[src/rtl/io_uart_peripheral_if.sv]
// Processor data-bus view of the I/O page: address, store data, byte-lane
// write mask, read strobe, and the registered read data / I/O select that
// the SOC multiplexes against the memory read data.
interface io_uart_peripheral_if;
  logic [31:0] address;
  logic [31:0] writeData;
  logic [3:0]  writeMask;
  logic        read;
  logic [31:0] readData;
  logic        ioSelect;

  // Processor side drives the request and receives the registered response.
  modport master (
    output address, writeData, writeMask, read,
    input  readData, ioSelect
  );

  // Peripheral side decodes the request and returns the registered response.
  modport slave (
    input  address, writeData, writeMask, read,
    output readData, ioSelect
  );
endinterface

[src/rtl/io_uart_peripheral.sv]
// Memory-mapped I/O slave: LED output register, 8N1 UART transmitter and
// a status register, decoded on the I/O page (address[IO_BIT] = 1).
//
// Register map (address[3:2]):
//   0 LEDS    R/W, byte-lane writes
//   1 TXDATA  W (byte = writeData[7:0], needs writeMask[0]); reads 0
//   2 STATUS  R  {29'b0, overflow, full, busy}; a read clears overflow
//   3 reserved, reads 0, writes ignored
//
// Build option: define UART_FIFO_EN to replace the single TX holding
// register with a FIFO_DEPTH-entry circular FIFO (FIFO_DEPTH a power of
// two, at least 2).
module io_uart_peripheral #(
  parameter int unsigned CLKS_PER_BIT = 16,
  parameter int unsigned IO_BIT       = 22,
  parameter int unsigned FIFO_DEPTH   = 4
) (
  input  logic                 CLK,
  input  logic                 RESET,
  io_uart_peripheral_if.slave  bus,
  output logic [31:0]          LEDS,
  output logic                 txd
);

  typedef enum logic [1:0] {
    ST_IDLE,
    ST_START,
    ST_DATA,
    ST_STOP
  } tx_state_e;

  localparam logic [1:0]  REG_LEDS   = 2'd0;
  localparam logic [1:0]  REG_TXDATA = 2'd1;
  localparam logic [1:0]  REG_STATUS = 2'd2;
  localparam logic [15:0] BAUD_LAST  = 16'(CLKS_PER_BIT - 1);

  // ---------------------------------------------------------------------
  // Bus decode
  // ---------------------------------------------------------------------
  logic       sel;
  logic [1:0] reg_idx;
  logic       wr_en;
  logic       tx_wr;
  logic       status_rd;

  assign sel       = bus.address[IO_BIT];
  assign reg_idx   = bus.address[3:2];
  assign wr_en     = sel && (bus.writeMask != 4'b0000);
  assign tx_wr     = wr_en && (reg_idx == REG_TXDATA) && bus.writeMask[0];
  assign status_rd = bus.read && sel && (reg_idx == REG_STATUS);

  // Only the decoded address bits matter; the rest belong to the memory map.
  logic unused_inputs;
  assign unused_inputs = ^{bus.address, 32'(FIFO_DEPTH)};

  // ---------------------------------------------------------------------
  // TX queue: common handshake
  // ---------------------------------------------------------------------
  tx_state_e  state_q, state_d;
  logic       q_empty;
  logic       q_full;
  logic       q_pop;
  logic       q_push;
  logic [7:0] q_head;
  logic       ovf_set;

  // The FSM drains one byte per IDLE cycle; a pop frees a slot before the
  // same-cycle write is considered, so write-while-full-and-popping fits.
  assign q_pop   = (state_q == ST_IDLE) && !q_empty;
  assign q_push  = tx_wr && (!q_full || q_pop);
  assign ovf_set = tx_wr && q_full && !q_pop;

`ifdef UART_FIFO_EN
  localparam int unsigned AW = $clog2(FIFO_DEPTH);

  logic [AW:0] wr_ptr_q;
  logic [AW:0] rd_ptr_q;
  logic [7:0]  fifo_mem [FIFO_DEPTH];

  // Pointers carry an extra wrap bit so full and empty are distinguishable.
  assign q_empty = (wr_ptr_q == rd_ptr_q);
  assign q_full  = ((wr_ptr_q ^ rd_ptr_q) == {1'b1, {AW{1'b0}}});
  assign q_head  = fifo_mem[rd_ptr_q[AW-1:0]];

  // FIFO pointer advance on push/pop.
  always_ff @(posedge CLK or negedge RESET) begin
    if (!RESET) begin
      wr_ptr_q <= '0;
      rd_ptr_q <= '0;
    end else begin
      if (q_push) wr_ptr_q <= wr_ptr_q + 1'b1;
      if (q_pop)  rd_ptr_q <= rd_ptr_q + 1'b1;
    end
  end

  // FIFO storage write.
  // NOTE: storage is deliberately not reset; the pointers alone define which
  // entries are valid, and leaving the array unreset lets it map to RAM.
  always_ff @(posedge CLK) begin
    if (q_push) fifo_mem[wr_ptr_q[AW-1:0]] <= bus.writeData[7:0];
  end
`else
  logic       hold_valid_q;
  logic [7:0] hold_data_q;

  assign q_empty = !hold_valid_q;
  assign q_full  = hold_valid_q;
  assign q_head  = hold_data_q;

  // Single holding register: a push refills it even while it is being popped.
  always_ff @(posedge CLK or negedge RESET) begin
    if (!RESET) begin
      hold_valid_q <= 1'b0;
      hold_data_q  <= 8'h00;
    end else if (q_push) begin
      hold_valid_q <= 1'b1;
      hold_data_q  <= bus.writeData[7:0];
    end else if (q_pop) begin
      hold_valid_q <= 1'b0;
    end
  end
`endif

  // ---------------------------------------------------------------------
  // LED register and sticky overflow flag
  // ---------------------------------------------------------------------
  logic [31:0] leds_q;
  logic        ovf_q;

  // Byte-lane LED update.
  // NOTE: sequential state uses non-blocking assignments so every register
  // samples pre-edge values regardless of statement order.
  always_ff @(posedge CLK or negedge RESET) begin
    if (!RESET) begin
      leds_q <= '0;
    end else if (wr_en && (reg_idx == REG_LEDS)) begin
      for (int n = 0; n < 4; n++) begin
        if (bus.writeMask[n]) leds_q[8*n +: 8] <= bus.writeData[8*n +: 8];
      end
    end
  end

  // Overflow is sticky until a STATUS read; a same-cycle set takes priority.
  always_ff @(posedge CLK or negedge RESET) begin
    if (!RESET)         ovf_q <= 1'b0;
    else if (ovf_set)   ovf_q <= 1'b1;
    else if (status_rd) ovf_q <= 1'b0;
  end

  assign LEDS = leds_q;

  // ---------------------------------------------------------------------
  // Read path: one-cycle latency, matching program memory
  // ---------------------------------------------------------------------
  logic        busy;
  logic [31:0] rd_val;
  logic [31:0] read_data_q;
  logic        io_select_q;

  assign busy = (state_q != ST_IDLE) || !q_empty;

  // Register-file read mux.
  // NOTE: every combinational output gets a default first so no path
  // through the case statement can infer a latch.
  always_comb begin
    rd_val = '0;
    case (reg_idx)
      REG_LEDS:   rd_val = leds_q;
      REG_STATUS: rd_val = {29'b0, ovf_q, q_full, busy};
      default:    rd_val = '0;
    endcase
  end

  // Capture read data and the I/O select on a read strobe; hold otherwise.
  always_ff @(posedge CLK or negedge RESET) begin
    if (!RESET) begin
      read_data_q <= '0;
      io_select_q <= 1'b0;
    end else if (bus.read) begin
      read_data_q <= sel ? rd_val : '0;
      io_select_q <= sel;
    end
  end

  assign bus.readData = read_data_q;
  assign bus.ioSelect = io_select_q;

  // ---------------------------------------------------------------------
  // UART transmitter (8N1)
  // ---------------------------------------------------------------------
  logic [15:0] baud_q, baud_d;
  logic [2:0]  bit_q, bit_d;
  logic [7:0]  shift_q, shift_d;
  logic        txd_q, txd_d;
  logic        baud_last;

  assign baud_last = (baud_q == BAUD_LAST);

  // Transmitter state, counters and registered serial output.
  always_ff @(posedge CLK or negedge RESET) begin
    if (!RESET) begin
      state_q <= ST_IDLE;
      baud_q  <= '0;
      bit_q   <= '0;
      shift_q <= '0;
      txd_q   <= 1'b1;
    end else begin
      state_q <= state_d;
      baud_q  <= baud_d;
      bit_q   <= bit_d;
      shift_q <= shift_d;
      txd_q   <= txd_d;
    end
  end

  // Next-state logic; txd_d is the level for the next bit cell so the
  // line changes exactly on the bit boundary.
  always_comb begin
    state_d = state_q;
    baud_d  = baud_q;
    bit_d   = bit_q;
    shift_d = shift_q;
    txd_d   = txd_q;
    case (state_q)
      ST_IDLE: begin
        txd_d  = 1'b1;
        baud_d = '0;
        bit_d  = '0;
        if (!q_empty) begin
          shift_d = q_head;
          txd_d   = 1'b0;
          state_d = ST_START;
        end
      end
      ST_START: begin
        if (baud_last) begin
          baud_d  = '0;
          txd_d   = shift_q[0];
          state_d = ST_DATA;
        end else begin
          baud_d = baud_q + 16'd1;
        end
      end
      ST_DATA: begin
        if (baud_last) begin
          baud_d = '0;
          if (bit_q == 3'd7) begin
            txd_d   = 1'b1;
            state_d = ST_STOP;
          end else begin
            bit_d   = bit_q + 3'd1;
            shift_d = shift_q >> 1;
            txd_d   = shift_q[1];
          end
        end else begin
          baud_d = baud_q + 16'd1;
        end
      end
      ST_STOP: begin
        if (baud_last) begin
          baud_d  = '0;
          state_d = ST_IDLE;
        end else begin
          baud_d = baud_q + 16'd1;
        end
      end
      default: begin
        state_d = ST_IDLE;
        txd_d   = 1'b1;
      end
    endcase
  end

  assign txd = txd_q;

endmodule

[src/flat_wrapper.sv]
// flat-port wrapper written by rule: the top's interface ports become plain ports
module io_uart_peripheral_flat 
#(
  parameter int unsigned CLKS_PER_BIT = 16,
  parameter int unsigned IO_BIT       = 22,
  parameter int unsigned FIFO_DEPTH   = 4
)
  (CLK, RESET, LEDS, txd, bus_address, bus_writeData, bus_writeMask, bus_read, bus_readData, bus_ioSelect);
  io_uart_peripheral_if bus_i ();
  input  logic CLK;
  input  logic RESET;
  output logic [31:0] LEDS;
  output logic txd;
  input wire logic [$bits(bus_i.address)-1:0] bus_address;
  input wire logic [$bits(bus_i.writeData)-1:0] bus_writeData;
  input wire logic [$bits(bus_i.writeMask)-1:0] bus_writeMask;
  input wire logic [$bits(bus_i.read)-1:0] bus_read;
  output wire logic [$bits(bus_i.readData)-1:0] bus_readData;
  output wire logic [$bits(bus_i.ioSelect)-1:0] bus_ioSelect;
  assign bus_i.address = bus_address;
  assign bus_i.writeData = bus_writeData;
  assign bus_i.writeMask = bus_writeMask;
  assign bus_i.read = bus_read;
  assign bus_readData = bus_i.readData;
  assign bus_ioSelect = bus_i.ioSelect;
  io_uart_peripheral #(.CLKS_PER_BIT(CLKS_PER_BIT), .IO_BIT(IO_BIT), .FIFO_DEPTH(FIFO_DEPTH)) u_core (.CLK(CLK), .RESET(RESET), .bus(bus_i), .LEDS(LEDS), .txd(txd));
endmodule
[config.mk]
export PLATFORM = sky130hd
export DESIGN_NAME = io_uart_peripheral_flat
export DESIGN_NICKNAME = d
export VERILOG_FILES = /design/src/rtl/io_uart_peripheral_if.sv /design/src/rtl/io_uart_peripheral.sv /design/src/flat_wrapper.sv
export SDC_FILE = /design/constraint.sdc
export NUM_CORES = 1
export LEC_CHECK = 0
export CAP_MARGIN = 25
export CORE_UTILIZATION = 40
export CTS_CLUSTER_DIAMETER = 50
export DETAILED_ROUTE_END_ITERATION = 12
export PLACE_DENSITY = 0.7
export SYNTH_ARGS = -nofsm -noshare
export SYNTH_HDL_FRONTEND = slang
export SYNTH_SLANG_ARGS = --single-unit
[constraint.sdc]
create_clock -name CLK -period 2.1 [get_ports CLK]
set_input_delay 0.525 -clock CLK [delete_from_list [all_inputs] [get_ports CLK]]
set_output_delay 0.525 -clock CLK [all_outputs]
set_load 0.03 [all_outputs]
* Yosys cells after proc, flatten, opt, wreduce, memory -nomap -nowiden
Index checks and enable logic that the tools add are counted.
** Word-level totals
- Register bits after elaboration :: 105
- Bits in latches :: 0
- Bits in writable memories :: 0
- ROM bits :: 0
- Output and inout port bits :: 66
- Logic and storage cells :: 86
- Memories :: 0
** Cells by class
- Add/sub/neg operators :: 2
- Multiply operators :: 0
- Div/mod/pow operators :: 0
- Order comparisons :: 0
- Eq/ne operators :: 13
- Shift-type cells :: 0
- Muxes and demuxes :: 26
- Bitwise operators :: 0
- Reduce and logical (&&, ||, !) cells :: 31
** Operators with widths (count)
- $pmux W32 S2 :: 1
- $mux W32 :: 1
- $pmux W16 S2 :: 1
- $mux W8 :: 3
- $add A16 B1 Y16 const B :: 1
- $eq A16 B4 Y1 const B :: 1
- $mux W16 :: 1
- $pmux W8 S2 :: 1
- $logic_and A1 B1 Y1 :: 10
- $mux W2 :: 5
- $ne A2 B1 Y1 const B :: 5
- $mux W1 :: 8
- $pmux W2 S4 :: 1
- $reduce_and A2 Y1 :: 4
- $reduce_bool A2 Y1 :: 4
- $eq A2 B2 Y1 const B :: 3
- $mux W3 :: 2
- $pmux W3 S2 :: 1
- $reduce_and A3 Y1 :: 2
- $reduce_and A5 Y1 :: 1
- $eq A2 B1 Y1 const B :: 2
- $logic_not A2 Y1 :: 2
- $reduce_and A4 Y1 :: 1
- $reduce_bool A4 Y1 :: 1
- 8 further kinds :: 10

* Longest topological paths before layout
Gate-level depths: netlist (run 1).
- Depth in word-level cells :: 7
- Gate-level depth with buffers :: 8

* Least setup slack after synthesis (run 1)
Ideal clock, no wire load.
- Path kind :: register -> register
- From :: register u_core.state_q[0]
- To :: register u_core.state_q[1]
- Setup time :: 125 ps
- Arrival time :: 1700 ps
- Data required time :: 1975 ps
- Slack :: 274 ps
- Cell stages (with the launch flop) :: 6
- Path buffers :: 0
- Path through :: dfrtp_1 inv_1 ha_1 or3_1 a221o_1 mux2_4
** Between the ends
- Longest elaborated chain between the ends :: 3
- Elaborated cells between the ends (all ways) :: 11
** RTL lines
- from (decl) :: line io_uart_peripheral.sv:59 : tx_state_e state_q, state_d;
- from (signal assigned) :: line io_uart_peripheral.sv:208 : state_q <= state_d;
- $eq A2 B2 Y1, or another cell as far along :: line io_uart_peripheral.sv:224 : case (state_q)
- $ne A2 B1 Y1 (no line)
- $reduce_and A5 Y1 (no line)
Several ways; a longest one is shown, not always the timed one.
A chain may end at the register's enable or synchronous reset.

* Final worst setup path (run 1)
- From :: register u_core.leds_q[3], in the netlist u_core.LEDS[3]
- To :: output port LEDS[3]
** RTL lines
- from (decl) :: line io_uart_peripheral.sv:127 : logic [31:0] leds_q;
- from (signal, indexed assignment) :: line io_uart_peripheral.sv:138 : if (bus.writeMask[n]) leds_q[8*n +: 8] <= bus.writeData[8*n +: 8];
- to (decl) :: line flat_wrapper.sv:12 : output logic [31:0] LEDS;
No word-level cell between the ends.

==> impl_metrics.py, run 1 <==
metrics = {
    "timing": {
        "worst_pin_slew_ns": 0.431,
        "maxSlewViolCount": 0,
        "period_needed_ns": 1.98,
        "timing.final.crit_share_pct": 94.1,
        "fin_skew_ns": 0.0130,
        "tns_ns": 0,
        "hold_viol": 0,
        "finalSetupViolCount": 0,
        "rsz0062_at_grt": "false",
        "timing.slew.headroom_pct": 71.2,
        "fmax_mhz": 506,
    },
    "critical_path": {
        "crit_type": "register to primary output",
        "cpMaxStageDelayCell": "clkdlybuf4s50_1",
        "r2r_slack_ns": 0.15,
        "reg2reg_from": "u_core.state_q[0]",
        "crit_path_max_incr_delay_ns": 0.71,
        "r2r-end": "u_core.state_q[1]",
        "cp.buffers_inverters": 1,
        "critical_path.cell_chain": "clkdlybuf4s50_1",
        "critPathTopFamily": "buffers and inverters",
        "end_kind": "primary output",
        "arrival_ns": 1.45,
        "critPathMaxFanout": 3,
        "rr_worst_depth": 5,
        "start_kind": "register",
        "cp.required_ns": 1.57,
    },
    "placed_design": {
        "dp_hpwl_um": 7700,
        "place_congestion": 0.814,
        "placed_cells": 677,
        "io_buffers": 107,
    },
    "routing": {
        "num_vias": 3489,
        "dr.pass1.iters": 4,
        "antenna_left": 0,
        "drt_iter0_drc": 201,
        "drc_errors": 0,
        "wl_per_cell_um": 15.2,
        "vias_per_cell": 5.03,
        "wl_um": 10600,
    },
    "global_route": {
        "grt-ovfl-total": 0,
        "grt_max_degree": 52,
        "antenna_found_initial": 0,
        "grt_pass1_vias": 3422,
        "gr-usage-all-layers_pct": 18.9,
        "grt_pass1_wl_um": 17200,
    },
    "synthesis": {
        "ys_seq_area_share_pct": 56.7,
        "synth_cells": 428,
        "syn_area_um2": 4640,
        "yosys_most_used_dff": "dfrtp_1",
        "synth_area_per_cell_um2": 10.8,
        "synth_edf_count": 0,
        "synth_area_leaders": "dfrtp_1 56%, mux2_1 12%, nand2_1 4.2%",
        "synthesis.nets": 507,
        "synth-async-reset-ratio_pct": 100,
        "synth_top_cell_by_area": "dfrtp_1",
        "synth_top_area_share_pct": 56.1,
        "synth_seq_cells": 105,
        "yosysUniqueCellTypes": 38,
        "ys_warn_count": 0,
    },
    "final_layout": {
        "drive_above_1_share_pct": 8.32,
        "num-fill-cells": 954,
        "area_growth_pct": 36.3,
        "n_antenna_cell": 0,
        "finalNetCount": 627,
        "fin_cells": 693,
    },
    "power": {
        "power_density_nw_per_um2": 820,
        "leakage_nw": 2.71,
        "p_int_mw": 3.71,
        "clkPwrFrac_pct": 33.1,
        "swShare_pct": 28.6,
        "p_sw_mw": 1.48,
        "sequentialPowerShare_pct": 46.1,
        "ir_drop_mv": 0.687,
        "p_comb_share_pct": 20.8,
    },
    "clock_tree": {
        "cts-htree-levels": 3,
        "cts-root-buf": "clkbuf_16",
        "numCtsBuffers": 9,
        "clockBufferDepth": 2,
        "cts_tree": "yes",
        "insertion_delay_ns": 0.35,
        "cts_sinks": 105,
        "cts_setup_buffers": 0,
        "path_clk_slew_ns": 0.07,
    },
    "floorplanning": {
        "die_height_um": 110,
        "row_count": 38,
        "fp.dieW_um": 110,
        "core_region_area_um2": 11100,
        "die_area_um2": 12000,
        "start_util_pct": 41.9,
        "ios": 137,
    },
    "run_status": {
        "status": "complete, no violations",
    },
    "min_path": {
        "hold_path_class": "primary input to async pin",
    },
    "flow_run": {
        "drv_cap": 0,
    },
}
==> cell families (layout without fill, tap and decap cells) <==
group / count (synthesis) / count (layout) / synth area share, %
compound gates: 52 / 52 / 6.18
xor+xnor: 14 / 14 / 2.64
fa+ha+maj: 8 / 8 / 2.16
flops: 105 / 105 / 56.7
simple gates: 133 / 133 / 14.0
buf+inv: 62 / 187 / 5.29
mux: 54 / 54 / 13.1
==> power groups by stage <==
stage	combinational [mW]	clock, mW	sequential [mW]
final	1.08	1.72	2.39
after global routing	1.15	1.85	2.42
after CTS	1.10	1.76	2.39
after detailed placement	1.09	0	2.43
after global placement	1.07	0	2.42
after floorplan	0.194	0	2.74
==> layer usage <==
metal  up-vias  part of all wire, %  track usage, %
met5         -                    0               0
met4         0                 0.84            4.29
met3         8                  7.4            6.11
met2        99                   48            31.6
met1      1704                   43            23.7
li1       1678                    -               -
==> cell usage after synthesis, types with 2 or more instances <==
library cell / n
nor2_1: 22
nor2b_1: 2
nand2_1: 52
clkbuf_1: 8
buf_2: 10
nor4b_1: 7
nand3_1: 13
inv_2: 2
mux2_1: 48
o21ai_0: 12
mux2i_1: 4
nand2b_1: 4
nor3_1: 4
nor4_1: 7
xnor2_1: 12
inv_1: 41
a21oi_1: 10
and3_1: 5
nand4_1: 12
o22ai_1: 3
o21ai_1: 22
dfrtp_1: 104
ha_1: 8
xor2_1: 2
==> what timing repair did <==
item	CTS	global route
hold buffers	0	0
resized for setup	1	0
setup endpoints to repair	1	0
==> cell type report <==
type / instances / area [um2] / share of cell area, %
Clock inverter: 5 / 60.1 / 0.950
Inverter: 43 / 161 / 2.55
Multi-Input combinational cell: 261 / 1770 / 27.9
Sequential cell: 105 / 2630 / 41.6
Timing Repair Buffer: 128 / 1290 / 20.4
Tap cell: 140 / 175 / 2.77
Clock buffer: 11 / 243 / 3.84
==> placed cells by master, fill, tap and decap left out, drive strengths merged, types with 11 or more instances in the layout <==
| cell type | n |
|---|---|
| buf | 22 |
| clkdlybuf4s50 | 105 |
| xnor2 | 12 |
| dfrtp | 104 |
| nand4 | 12 |
| nand2 | 52 |
| nand3 | 13 |
| nor2 | 23 |
| clkbuf | 11 |
| mux2 | 50 |
| inv | 45 |
| o21ai | 34 |
| a21oi | 11 |
==> state kept, by name, summed over array words and instances, names as in the netlist <==
| signal | cells |
|---|---|
| u_core.LEDS | 32 |
| u_core.bus.readData | 32 |
| u_core.baud_q | 16 |
| u_core.hold_data_q | 8 |
| u_core.shift_q | 8 |
| u_core.bit_q | 3 |
| u_core.state_q | 2 |
| u_core.bus.ioSelect | 1 |
| u_core.hold_valid_q | 1 |
| u_core.ovf_q | 1 |
| u_core.txd | 1 |
==> metrics by stage <==
step | utilization (%) | hold WS, ns | total power [mW] | worst slack, ns | area (um2)
6_report | 57.1 | 0.114 | 5.19 | 0.124 | 6320
3_5_place_dp | 54.3 | 0.473 | 3.52 | 0.0483 | 6020
3_3_place_gp | 54.3 | 0.465 | 3.49 | 0.0851 | 6020
5_1_grt | 57.1 | 0.122 | 5.42 | 0.0602 | 6320
2_1_floorplan | - | 0.229 | 2.94 | 0.274 | 4640
4_1_cts | 57.1 | 0.111 | 5.25 | 0.116 | 6320
==> worst max path at each step <==
| stage | cells past startpoint | start | slack, ns | endpoint |
|---|---|---|---|---|
| global route | 5 | u_core.state_q[0] | 0.06 | u_core.state_q[1] |
| floorplan | 5 | u_core.state_q[0] | 0.27 | u_core.state_q[1] |
| CTS | 1 | u_core.LEDS[3] | 0.12 | LEDS[3] |
| finish | 1 | u_core.LEDS[3] | 0.12 | LEDS[3] |
| detailed placement | 5 | bus_address[3] | 0.05 | u_core.LEDS[10] |
| global placement | 6 | bus_address[3] | 0.09 | u_core.hold_data_q[7] |
Power figures use the tool's default switching activity.
==> run 2: changes to the inputs <==
Settings changed: CORE_UTILIZATION 40 to 35, PLACE_DENSITY 0.7 to 0.63.
==> run 2 against run 1 <==
Via count rose by 0.32%. Clock skew shrank 0.0052 ns. Global-route usage is 2.4 points lower. Clock-buffer cell count down 2. Sequential share of layout area down 0.54 points. First-iteration DRC count decreased by 4.0%.
==> impl_metrics.py, run 2 (same netlist as run 1, synthesis figures left out) <==
metrics = {
    "floorplanning": {
        "die_area_um2": 13700,
        "fp.dieW_um": 117,
        "die_height_um": 117,
        "start_util_pct": 36.3,
        "core_region_area_um2": 12800,
        "row_count": 41,
        "ios": 137,
    },
    "routing": {
        "drt_iter0_drc": 193,
        "antenna_left": 0,
        "wl_um": 10600,
        "drc_errors": 0,
        "num_vias": 3500,
        "vias_per_cell": 4.81,
        "dr.pass1.iters": 4,
        "wl_per_cell_um": 14.6,
    },
    "final_layout": {
        "area_growth_pct": 38.1,
        "n_antenna_cell": 0,
        "fin_cells": 727,
        "regArea_um2": 2630,
        "multi_input_area_um2": 1770,
        "num-fill-cells": 1125,
        "final_common_cell": "clkdlybuf4s50_1",
        "final_area_um2": 6410,
        "finalNetCount": 629,
        "layout_common_cells": "105 x clkdlybuf4s50_1, 104 x dfrtp_1, 52 x nand2_1",
        "drive_above_1_share_pct": 9.01,
    },
    "power": {
        "sequentialPowerShare_pct": 46.6,
        "leakage_nw": 2.73,
        "p_comb_share_pct": 21.2,
        "power_density_nw_per_um2": 801,
        "swShare_pct": 30.1,
        "p_int_mw": 3.58,
        "ir_drop_mv": 0.474,
        "clkPwrFrac_pct": 32.2,
        "p_sw_mw": 1.54,
    },
    "placed_design": {
        "placed_cells": 711,
        "placed_cell_area_um2": 6100,
        "dp_hpwl_um": 7850,
        "place_ws_ns": 0.00548,
        "place_congestion": 0.770,
        "io_buffers": 107,
    },
    "clock_tree": {
        "insertion_delay_ns": 0.35,
        "cts-root-buf": "clkbuf_16",
        "path_clk_slew_ns": 0.08,
        "cts-htree-levels": 3,
        "cts_sinks": 105,
        "numCtsBuffers": 9,
        "cts_tree": "yes",
        "clockBufferDepth": 2,
    },
    "critical_path": {
        "critical_path.cell_chain": "clkdlybuf4s50_1",
        "critPathTopFamily": "buffers and inverters",
        "arrival_ns": 1.46,
        "cp.buffers_inverters": 1,
        "cpMaxStageDelayCell": "clkdlybuf4s50_1",
        "end_kind": "primary output",
        "r2r_slack_ns": 0.16,
        "critPathMaxFanout": 3,
        "crit_type": "register to primary output",
        "cp.required_ns": 1.57,
        "r2r-end": "u_core.state_q[1]",
        "start_kind": "register",
        "crit_path_max_incr_delay_ns": 0.70,
        "reg2reg_from": "u_core.state_q[0]",
        "rr_worst_depth": 5,
    },
    "timing": {
        "timing.final.crit_share_pct": 94.6,
        "rsz0062_at_grt": "false",
        "timing.slew.headroom_pct": 75.1,
        "fmax_mhz": 503,
        "tns_ns": 0,
        "period_needed_ns": 1.99,
        "finalSetupViolCount": 0,
        "fin_skew_ns": 0.00778,
        "hold_viol": 0,
        "maxSlewViolCount": 0,
        "timing.final.ws_setup_ns": 0.112,
        "worst_pin_slew_ns": 0.373,
    },
    "global_route": {
        "met3_usage_pct": 4.22,
        "grt_pass1_wl_um": 17200,
        "use_met1_pct": 22.7,
        "antenna_found_initial": 0,
        "grt_pass1_vias": 3417,
        "grt_max_degree": 43,
        "grt_util_met2_pct": 25.5,
        "gr-usage-all-layers_pct": 16.5,
        "busiest_layer": "met2",
        "grt-ovfl-total": 0,
    },
    "flow_run": {
        "drv_cap": 0,
    },
    "min_path": {
        "hold_path_class": "primary input to async pin",
    },
    "run_status": {
        "status": "complete, no violations",
    },
}
run 2: changes by cell type in the layout (fill, tap and decap cells not counted), sizes merged:
cell and delta:
inv +2, bufinv -1, dlymetal6s2s +1, clkinvlp +1, clkbuf -2, dlygate4sd2 -1
buf +2
run 2: cell type report:
type | count | area share (%)
clock buffers | 9 | 3.52
clock inverters | 7 | 1.11
inverters | 43 | 2.52
multi-input cells | 261 | 27.7
flip-flops and latches | 105 | 41.0
well taps | 172 | 3.36
repair buffers | 130 | 20.8
run 2: worst reg2reg max path: cells and delay by family (launching register included):
family	cells	cell delay [ns]
buffers and inverters	1	0.10
AO/OA/AOI/OAI	1	0.39
AND/OR/NAND/NOR	1	0.43
multiplexers	1	0.30
adder cells (fa/ha/maj)	1	0.23
flip-flops	1	0.38
run 2: worst max path at each step:
stage	endpoint	slack, ns	depth (start not counted)	start
finish	LEDS[4]	0.11	1	u_core.LEDS[4]
global route	u_core.bit_q[0]	0.03	6	u_core.baud_q[0]
CTS	txd	0.0002	1	u_core.txd
detailed placement	u_core.hold_data_q[1]	0.005	6	bus_address[3]
global placement	u_core.hold_data_q[3]	0.02	6	bus_address[3]
floorplan	u_core.state_q[1]	0.27	5	u_core.state_q[0]
run 2: power groups by stage:
stage	combinational [mW]	sequential (mW)	clock [mW]
floorplan	0.194	2.74	0
CTS	1.10	2.39	1.70
global placement	1.09	2.42	0
detailed placement	1.10	2.43	0
finish	1.09	2.39	1.65
global route	1.16	2.43	1.81
run 2: what timing repair did:
action	in CTS	in global routing
setup endpoints to repair	0	2
hold buffers	0	0
gates resized for setup	0	2
setup buffers	0	0
run 2: metrics by stage:
stage | hold WS (ns) | util (%) | power, mW
2_1_floorplan | 0.229 | - | 2.94
3_3_place_gp | 0.465 | 47.8 | 3.51
3_5_place_dp | 0.464 | 47.8 | 3.53
4_1_cts | 0.0843 | 50.1 | 5.19
5_1_grt | 0.0946 | 50.2 | 5.40
6_report | 0.0878 | 50.2 | 5.13
run 2: metal layers:
metal  part of all wire, %  vias to the layer above
li1                      -                     1699
met1                    49                     1684
met2                    43                      106
met3                   6.7                       11
met4                   1.1                        0
met5                     0                        -
